<file path="src/rtl/lock_pkg.sv">
// Shared types and defaults for the serial combination lock controller.
package lock_pkg;

  typedef enum logic [2:0] {
    IDLE    = 3'd0,
    ENTRY   = 3'd1,
    CHECK   = 3'd2,
    OPEN    = 3'd3,
    LOCKOUT = 3'd4,
    PROGRAM = 3'd5
  } state_t;

  localparam int CODE_LEN_DEF    = 4;
  localparam int MAX_FAIL_DEF    = 3;
  localparam int OPEN_CYC_DEF    = 8;
  localparam int LOCKOUT_CYC_DEF = 16;

  localparam logic [3:0] DEFAULT_CODE_DEF = 4'b0111;

  function automatic int tmr_w(input int a, input int b);
    return $clog2(((a > b) ? a : b) + 1);
  endfunction

  localparam int TMR_W_DEF = tmr_w(OPEN_CYC_DEF, LOCKOUT_CYC_DEF);

endpackage

</file>
<file path="src/rtl/lock_timer.sv">
// Loadable down-counter; done while the count sits at 1, holds at 0.
module lock_timer #(
  parameter int W = 5
) (
  input  logic         clk,
  input  logic         reset,
  input  logic         load,
  input  logic [W-1:0] load_val,
  output logic         done
);

  logic [W-1:0] cnt_q, cnt_d;

  always_comb begin
    cnt_d = cnt_q;
    if (load) begin
      cnt_d = load_val;
    end else if (cnt_q != '0) begin
      cnt_d = cnt_q - 1'b1;
    end
  end

  always_ff @(posedge clk or negedge reset) begin
    if (!reset) begin
      cnt_q <= '0;
    end else begin
      cnt_q <= cnt_d;
    end
  end

  assign done = (cnt_q == W'(1));

endmodule

</file>
<file path="src/rtl/lock_controller.sv">
// Serial combination lock: code entry, timed unlock window,
// failure counting with timed lockout, and code re-programming.
module lock_controller
  import lock_pkg::*;
#(
  parameter int CODE_LEN    = CODE_LEN_DEF,
  parameter int MAX_FAIL    = MAX_FAIL_DEF,
  parameter int OPEN_CYC    = OPEN_CYC_DEF,
  parameter int LOCKOUT_CYC = LOCKOUT_CYC_DEF,
  parameter logic [CODE_LEN-1:0] DEFAULT_CODE = DEFAULT_CODE_DEF
) (
  input  logic clk,
  input  logic reset,
  input  logic bit_valid,
  input  logic bit_in,
  input  logic cancel,
  input  logic prog_req,
  output logic unlock,
  output logic lockout,
  output logic prog_mode,
  output logic fail_pulse,
  output logic [$clog2(MAX_FAIL+1)-1:0] fail_cnt
);

  localparam int FW = $clog2(MAX_FAIL + 1);
  localparam int CW = $clog2(CODE_LEN + 1);
  localparam int TW = tmr_w(OPEN_CYC, LOCKOUT_CYC);

  state_t              state_q, state_d;
  logic [CODE_LEN-1:0] code_q, code_d;
  logic [CODE_LEN-1:0] shift_q, shift_d;
  logic [CW-1:0]       bit_cnt_q, bit_cnt_d;
  logic [FW-1:0]       fail_cnt_q, fail_cnt_d;
  logic                unlock_q, unlock_d;
  logic                lockout_q, lockout_d;
  logic                prog_mode_q, prog_mode_d;
  logic                fail_pulse_q, fail_pulse_d;

  logic                tmr_load;
  logic [TW-1:0]       tmr_val;
  logic                tmr_done;

  logic [CODE_LEN-1:0] shift_nxt;
  logic                last_bit;
  logic [FW-1:0]       fail_inc;

  assign shift_nxt = {shift_q[CODE_LEN-2:0], bit_in};
  assign last_bit  = (bit_cnt_q == CW'(CODE_LEN - 1));
  assign fail_inc  = (fail_cnt_q == FW'(MAX_FAIL)) ? fail_cnt_q
                                                   : fail_cnt_q + 1'b1;

  lock_timer #(
    .W (TW)
  ) u_timer (
    .clk      (clk),
    .reset    (reset),
    .load     (tmr_load),
    .load_val (tmr_val),
    .done     (tmr_done)
  );

  always_comb begin
    state_d      = state_q;
    code_d       = code_q;
    shift_d      = shift_q;
    bit_cnt_d    = bit_cnt_q;
    fail_cnt_d   = fail_cnt_q;
    fail_pulse_d = 1'b0;
    tmr_load     = 1'b0;
    tmr_val      = '0;

    case (state_q)
      IDLE: begin
        if (bit_valid) begin
          shift_d   = shift_nxt;
          bit_cnt_d = CW'(1);
          state_d   = ENTRY;
        end
      end
      ENTRY: begin
        if (cancel) begin
          bit_cnt_d = '0;
          state_d   = IDLE;
        end else if (bit_valid) begin
          shift_d   = shift_nxt;
          bit_cnt_d = bit_cnt_q + 1'b1;
          if (last_bit) begin
            state_d = CHECK;
          end
        end
      end
      CHECK: begin
        bit_cnt_d = '0;
        if (shift_q == code_q) begin
          fail_cnt_d = '0;
          tmr_load   = 1'b1;
          tmr_val    = TW'(OPEN_CYC);
          state_d    = OPEN;
        end else begin
          fail_pulse_d = 1'b1;
          fail_cnt_d   = fail_inc;
          if (fail_inc == FW'(MAX_FAIL)) begin
            tmr_load = 1'b1;
            tmr_val  = TW'(LOCKOUT_CYC);
            state_d  = LOCKOUT;
          end else begin
            state_d = IDLE;
          end
        end
      end
      OPEN: begin
        if (cancel || tmr_done) begin
          state_d = IDLE;
        end else if (prog_req) begin
          bit_cnt_d = '0;
          state_d   = PROGRAM;
        end
      end
      LOCKOUT: begin
        if (tmr_done) begin
          fail_cnt_d = '0;
          state_d    = IDLE;
        end
      end
      PROGRAM: begin
        if (cancel) begin
          bit_cnt_d = '0;
          state_d   = IDLE;
        end else if (bit_valid) begin
          shift_d   = shift_nxt;
          bit_cnt_d = bit_cnt_q + 1'b1;
          if (last_bit) begin
            code_d     = shift_nxt;
            bit_cnt_d  = '0;
            fail_cnt_d = '0;
            state_d    = IDLE;
          end
        end
      end
      default: begin
        bit_cnt_d = '0;
        state_d   = IDLE;
      end
    endcase
  end

  // Window flags lag the state by one edge; an abort in OPEN clears unlock on the next edge.
  always_comb begin
    unlock_d    = (state_q == OPEN) && !cancel && !prog_req;
    lockout_d   = (state_q == LOCKOUT);
    prog_mode_d = (state_q == PROGRAM) && (state_d == PROGRAM);
  end

  always_ff @(posedge clk or negedge reset) begin
    if (!reset) begin
      state_q      <= IDLE;
      code_q       <= DEFAULT_CODE;
      shift_q      <= '0;
      bit_cnt_q    <= '0;
      fail_cnt_q   <= '0;
      unlock_q     <= 1'b0;
      lockout_q    <= 1'b0;
      prog_mode_q  <= 1'b0;
      fail_pulse_q <= 1'b0;
    end else begin
      state_q      <= state_d;
      code_q       <= code_d;
      shift_q      <= shift_d;
      bit_cnt_q    <= bit_cnt_d;
      fail_cnt_q   <= fail_cnt_d;
      unlock_q     <= unlock_d;
      lockout_q    <= lockout_d;
      prog_mode_q  <= prog_mode_d;
      fail_pulse_q <= fail_pulse_d;
    end
  end

  assign unlock     = unlock_q;
  assign lockout    = lockout_q;
  assign prog_mode  = prog_mode_q;
  assign fail_pulse = fail_pulse_q;
  assign fail_cnt   = fail_cnt_q;

endmodule

</file>
<file path="config.mk">
export PLATFORM = sky130hd
export DESIGN_NAME = lock_controller
export DESIGN_NICKNAME = d
export VERILOG_FILES = /design/src/rtl/lock_pkg.sv /design/src/rtl/lock_timer.sv /design/src/rtl/lock_controller.sv
export SDC_FILE = /design/constraint.sdc
export NUM_CORES = 1
export LEC_CHECK = 0
export ABC_AREA = 0
export BUFFER_PORTS_ARGS = -buffer_cell sky130_fd_sc_hd__buf_4
export CORE_UTILIZATION = 52
export CTS_CLUSTER_SIZE = 16
export DETAILED_ROUTE_END_ITERATION = 8
export GPL_ROUTABILITY_DRIVEN = 0
export PLACE_DENSITY = 0.85
export SLEW_MARGIN = 15
export SYNTH_ARGS = -nofsm -noshare
export SYNTH_HDL_FRONTEND = slang
export SYNTH_SLANG_ARGS = --single-unit
</file>
<file path="constraint.sdc">
create_clock -name clk -period 1.6 [get_ports clk]
set_input_delay 0.48 -clock clk [delete_from_list [all_inputs] [get_ports clk]]
set_output_delay 0.48 -clock clk [all_outputs]
set_load 0.02 [all_outputs]
</file>
**After elaboration in Yosys (flattened, before gate mapping)**

Index checks and enable logic that the tools add are counted.

- Bits in registers: 25
- Bits of input ports: 6
- Output and inout bits: 6
- Logic and storage cells: 94

- Add/sub/neg operators: 3
- Equal/unequal tests: 21
- Muxes and demuxes: 42
- Bitwise operators: 2
- Reduce and logical (&&, ||, !) cells: 16

Operator list:

| kind | count |
|---|---|
| $mux 3 | 20 |
| $mux 5 | 5 |
| $pmux 3 s6 | 1 |
| $pmux 3 s5 | 1 |
| $ne 2x2->1 const B | 7 |
| $mux 2 | 6 |
| $eq 3x2->1 const B | 3 |
| $eq 3x3->1 const B | 3 |
| $mux 4 | 2 |
| $pmux 4 s2 | 1 |
| $ne 3x3->1 const B | 2 |
| $pmux 2 s3 | 1 |
| $reduce_and 6->1 | 1 |
| $eq 5x1->1 const B | 1 |
| $mux 1 | 5 |
| $reduce_and 5->1 | 1 |
| $reduce_bool 5->1 | 1 |
| $sub 5x1->5 const B | 1 |
| $eq 2x2->1 const B | 2 |
| $eq 4x4->1 | 1 |
| $reduce_and 4->1 | 1 |
| $reduce_bool 2->1 | 2 |
| $add 3x1->3 const B | 1 |
| $eq 3x1->1 const B | 1 |
| 10 further kinds | 14 |

**Logic depth before layout (Yosys ltp)**

- Depth in word-level cells: 8
- Mapped depth: 6
- Mapped depth without buffers: 6

**Cells and area by module**

From an unflattened synthesis, not the netlist that was laid out.

- Cell total of the unflattened synthesis: 126
- Area, all modules: 1376.3 um^2

By module, submodules not included:

| module | instances | cells an instance | area an instance (um^2) | sequential area each (um^2) |
|---|---|---|---|---|
| lock_controller | 1 | 98 | 1078.5 | 504.2 |
| lock_timer | 1 | 28 | 297.8 | 125.1 |

**Worst setup path after synthesis**

No wires, ideal clock.

- Kind: register to register
- From: register u_timer.cnt_q[1]
- To: register bit_cnt_q[1]
- Library setup time: 128 ps
- Arrival time: 1406 ps
- Required time: 1472 ps
- Path slack: 66 ps
- Stages on the path, launching flop included: 7
- Buffers on the path: 0
- Period minus slack after synthesis: 1534 ps
- Cells stage by stage: dfrtp_1 > inv_1 > ha_1 > nor4b_4 > o311ai_2 > o21ai_2 > mux2_1

- Cells in the longest elaborated chain, start to end: 4

RTL lines:

| item | line | text |
|---|---|---|
| start, declared | lock_timer.sv:12 | `logic [W-1:0] cnt_q, cnt_d;` |
| start signal, assigned | lock_timer.sv:27 | `cnt_q <= cnt_d;` |
| $eq 5x1->1 | lock_timer.sv:31 | `assign done = (cnt_q == W'(1));` |
| $logic_or 1x1->1 | lock_controller.sv:112 | `if (cancel \|\| tmr_done) begin` |
| $ne 2x2->1 (no line) | n/a |  |
| $reduce_and 6->1 (no line) | n/a |  |
| end signal, assigned | lock_controller.sv:169 | `bit_cnt_q <= bit_cnt_d;` |
| end, declared | lock_controller.sv:32 | `logic [CW-1:0] bit_cnt_q, bit_cnt_d;` |

No other way between the ends.
A chain may end at the register's enable or synchronous reset.

**Worst setup path after layout**

- From: register bit_cnt_q[1]
- To: register fail_cnt_q[0] (netlist: fail_cnt[0])

- Cells in the longest elaborated chain, start to end: 3

RTL lines:

| item | line | text |
|---|---|---|
| $eq 3x2->1 | lock_controller.sv:48 | `assign last_bit = (bit_cnt_q == CW'(CODE_LEN - 1));` |
| $ne 2x2->1 (no line) | n/a |  |
| $reduce_and 5->1 (no line) | n/a |  |
| end signal, assigned | lock_controller.sv:170 | `fail_cnt_q <= fail_cnt_d;` |
| end, declared | lock_controller.sv:33 | `logic [FW-1:0] fail_cnt_q, fail_cnt_d;` |

No other way between the ends.

==> results <==
- The flow ran to the end, but the final reports show violations.
- The checks that failed: negative setup slack.
- The number of antenna diodes in the final layout is 0.
- The internal power of the cells totals 1640 uW.
- CTS built an H-tree with a depth of 1.
- The cell area that synthesis handed to floorplanning was 1370 sq um.
- The die boundary width is 53.3 um.
- STA classifies the critical path endpoint as a register.
- Summed over all layers, the global routing overflow is 0.
- The largest total area in the synthesized netlist belongs to dfrtp_1.
- The first global-routing pass estimated 4350 um of wire.
- The worst ir drop on vdd is just over 1 mV.
- Global routing used 22.0% of the available tracks.
- Once detail routing completed, the nets flagged for antenna violations numbered 0.
- Of the total power, registers draw between 30 and 40%.
- The final count of negative-setup-slack endpoints is 5.
- The post-detailed-placement half-perimeter wirelength is a little under 2000 um.
- Headroom to the max-slew limit came out at between 70% and 80%.
- The average detailed-routed wire length per instance is 15.5 um.
- The sequential area share after synthesis is between 40% and 50%.
- The first routing iteration left 23 violations.
- The number of nets in the synthesized netlist is 136.
- CTS saw 25 sinks.
- The final layout contains routed wiring with a total length of approximately 2900 um.
- The layout cell share with drive strength beyond 1 is 40.6%.
- The root buffer cell is clkbuf_4.
- The required arrival time at the worst endpoint is approximately 1.9 ns.
- The number of synthesis warnings is 0.
- The placement row count is 18.
- In the finished design, the share of the clock period the worst path needs comes to 102%.
- Max-cap violations in this run came to 0.
- The standard cell area after detailed placement is 1580 sq um.
- In this run the power spent charging and discharging nets is 1040 uW.
- At the pin with the least slew margin, the transition time is ~0.4 ns.
- The number of detailed-routing iterations run before antenna repair is 5.
- The number of design rule violations left after detail routing is 0.
- Setup repair after global routing could not meet its margin everywhere.
- The path type of the worst setup path is register to register.
- The analysis attributes to cell leakage a power of 0.000804 uW.
- The critical path launch point type is a register.
- In this run the mean area of a mapped cell was 11.0 sq um.
- The register clock-pin slew on the reported worst setup and hold paths is about 0.13 ns.
- The setup skew after layout is 0.00183 ns.
- The clock network is responsible for 10.6% of the overall power.
- The area of the core is ~2500 sq um.
- The die area is between 2000 and 3000 sq um.
- The clock reaches the later pin of the worst-skew pair after 0.32 ns.
- Fill cells in the final layout number 201.
- The die is between 50 and 60 um tall.
- The cell count after synthesis is 124.
- The final design area excluding fillers is 1710 sq um.
- After layout, the minimum clock period comes to 1.64 ns.
- The synthesized design devotes to its leading area cell type 40.2% of total area.
- Yosys attributes the largest share of cell area to dfrtp_1 40%, mux2_2 6.6%, dfstp_2 5.8%, ha_1 5.5%, xnor2_1 3.8%.
- In this run the deepest clock path goes through 2 buffers.
- Net switching is 38.8% of the power.
- The count of endpoints failing hold in the final timing report is 0.
- The total count of max-transition violations in the final report is 0.
- The maximum operating frequency is 610 MHz.
- Registers take 629 sq um.
- The number of global-route vias before repair is 1,042.
- The clock buffer count from CTS is 3.
- The per-cell via count in the routed design is around 5.6.
- Across all setup checks in the final design, the least slack found is -0.0385 ns.
- Combinational logic is responsible for 49.5% of the overall power.
- The maximum number of pins on one net before global-route repair is 26.
- The final layout contains 168 nets.
- After synthesis, the netlist uses 41 different library cells.
- In this run, synthesis produced a sequential element count of 25.
- The critical path arrival is roughly 1.9 ns.
- Summing all multi-input logic gate instances after layout gives ~750 sq um.
- The class of the tightest hold or removal check is input pin to asynchronous set/reset pin.
- From synthesis to final layout, the design area changed by 24.7%.
- The number of antenna violations at the first check in global routing is 0.
- The power density over the cells is 1560 nW/um^2.
- Of all nets on the critical path, the largest fanout is 6.
- The total via count in the routed design is 1,037.
- The number of input and output port buffers inserted is 11.
- The number of placed I/O pins is 12.
- The starting density of the core is 55.3%.
- The CTS tree is done.
- The overall power after layout is approximately 2700 uW.
layout make-up:
cell class,instances,share of cell area (%)
clock inverters,1,0.293
inverters,8,1.76
well taps,30,2.20
clock buffers,3,1.32
multi-input cells,87,44.0
repair buffers,31,13.6
flip-flops and latches,25,36.8
placed cells by master (no fill, tap or decap), types with 5 or more instances in the layout:
| master | instances |
|---|---|
| nor2_1 | 8 |
| nand2_1 | 5 |
| dfrtp_1 | 22 |
| buf_4 | 31 |
| xnor2_1 | 6 |
| nor3_1 | 7 |
| inv_1 | 7 |
metrics by stage:
| stage | hold slack, ns | setup TNS [ns] | util (%) | setup WS [ns] | cells |
|---|---|---|---|---|---|
| floorplan | 0.184 | 0 | - | 0.0659 | 124 |
| global placement | 0.393 | 0 | 63.7 | 0.000607 | 176 |
| detailed placement | 0.396 | -0.0413 | 63.7 | -0.0148 | 176 |
| CTS | 0.0368 | -0.0621 | 65.1 | -0.0241 | 181 |
| global route | 0.0441 | -0.559 | 69.0 | -0.119 | 185 |
| finish | 0.0228 | -0.107 | 69.0 | -0.0385 | 185 |
final timing paths:
path                                   start            to  slack [ns]  cells past startpoint
worst min-delay path                   reset  bit_cnt_q[2]        0.02                      1
max in group asynchronous              reset     code_q[0]        1.29                      1
worst max register to register  bit_cnt_q[1]   fail_cnt[0]       -0.04                      6
min in group clk                    prog_req        unlock        0.32                      2
worst max-delay path            bit_cnt_q[1]   fail_cnt[0]       -0.04                      6
worst min register to register  bit_cnt_q[1]  bit_cnt_q[1]        0.53                      1
metal layers:
metal | track usage (%) | up-vias | part of all wire, %
met1 | 22.2 | 513 | 39
li1 | - | 496 | -
met3 | 4.02 | 7 | 3.1
met5 | 0 | - | 0
met2 | 43.5 | 21 | 56
met4 | 7.46 | 0 | 1.6
timing repair:
action                                  in CTS  in global routing
buffers inserted                             1                  4
pin swaps                                    0                  3
endpoints found under the setup margin       3                 13
hold buffers                                 0                  0
resized for setup                            0                 16
kinds of logic after synthesis:
family                     count (synthesis)  synth area share [%]
AOI/OAI and AO/OA                         18                  10.4
xor gates and xnor gates                   8                  5.11
adders and majority gates                  6                  5.48
buffers and inverters                     12                  4.02
DFF                                       25                  45.9
muxes                                     12                  9.68
and+or+nand+nor                           43                  19.4
critical path, cell delays in order (launching register included):
cell	delay, ns
dfrtp_1	0.38
ha_2	0.21
ha_4	0.15
nand2_4	0.06
nor3_4	0.36
nand2b_4	0.22
mux2i_1	0.18
synth_stat cells:
cell type  count
nor4b_4        1
nor2b_1        4
a22oi_1        1
dfrtp_1       22
nor4_1         1
inv_1          8
and2_1         1
buf_2          2
o22ai_1        1
nand3b_1       1
nand2b_1       2
o21ai_2        2
nor3_4         1
or3_1          1
xnor2_1        6
nand2b_2       1
dfstp_2        3
nor2_1         8
o21ai_0        3
a21o_1         1
and2b_1        1
nand4_1        1
a221oi_2       1
nor3_1         7
ha_1           6
nor3b_2        1
xor2_1         2
a2111oi_2      1
a21oi_1        4
and2_0         1
mux2_2         8
o211ai_1       1
o311ai_2       1
or2_1          1
mux2_1         2
mux2i_1        2
nand2_1        7
nor3b_1        3
o22a_1         1
buf_4          2
a31oi_1        1
registers in the layout, summed over array words and instances (netlist names):
register / flops
code_q: 4
prog_mode: 1
state_q: 3
u_timer.cnt_q: 5
lockout: 1
fail_pulse: 1
fail_cnt: 2
bit_cnt_q: 3
unlock: 1
shift_q: 4
power groups by stage:
stage	logic (uW)	registers (uW)	clock network, uW
floorplan	774	1030	0
global placement	1060	1040	0
detailed placement	1140	1060	0
CTS	1170	1050	285
global route	1480	1090	308
finish	1320	1070	282
(Power assumes the default switching activity.)
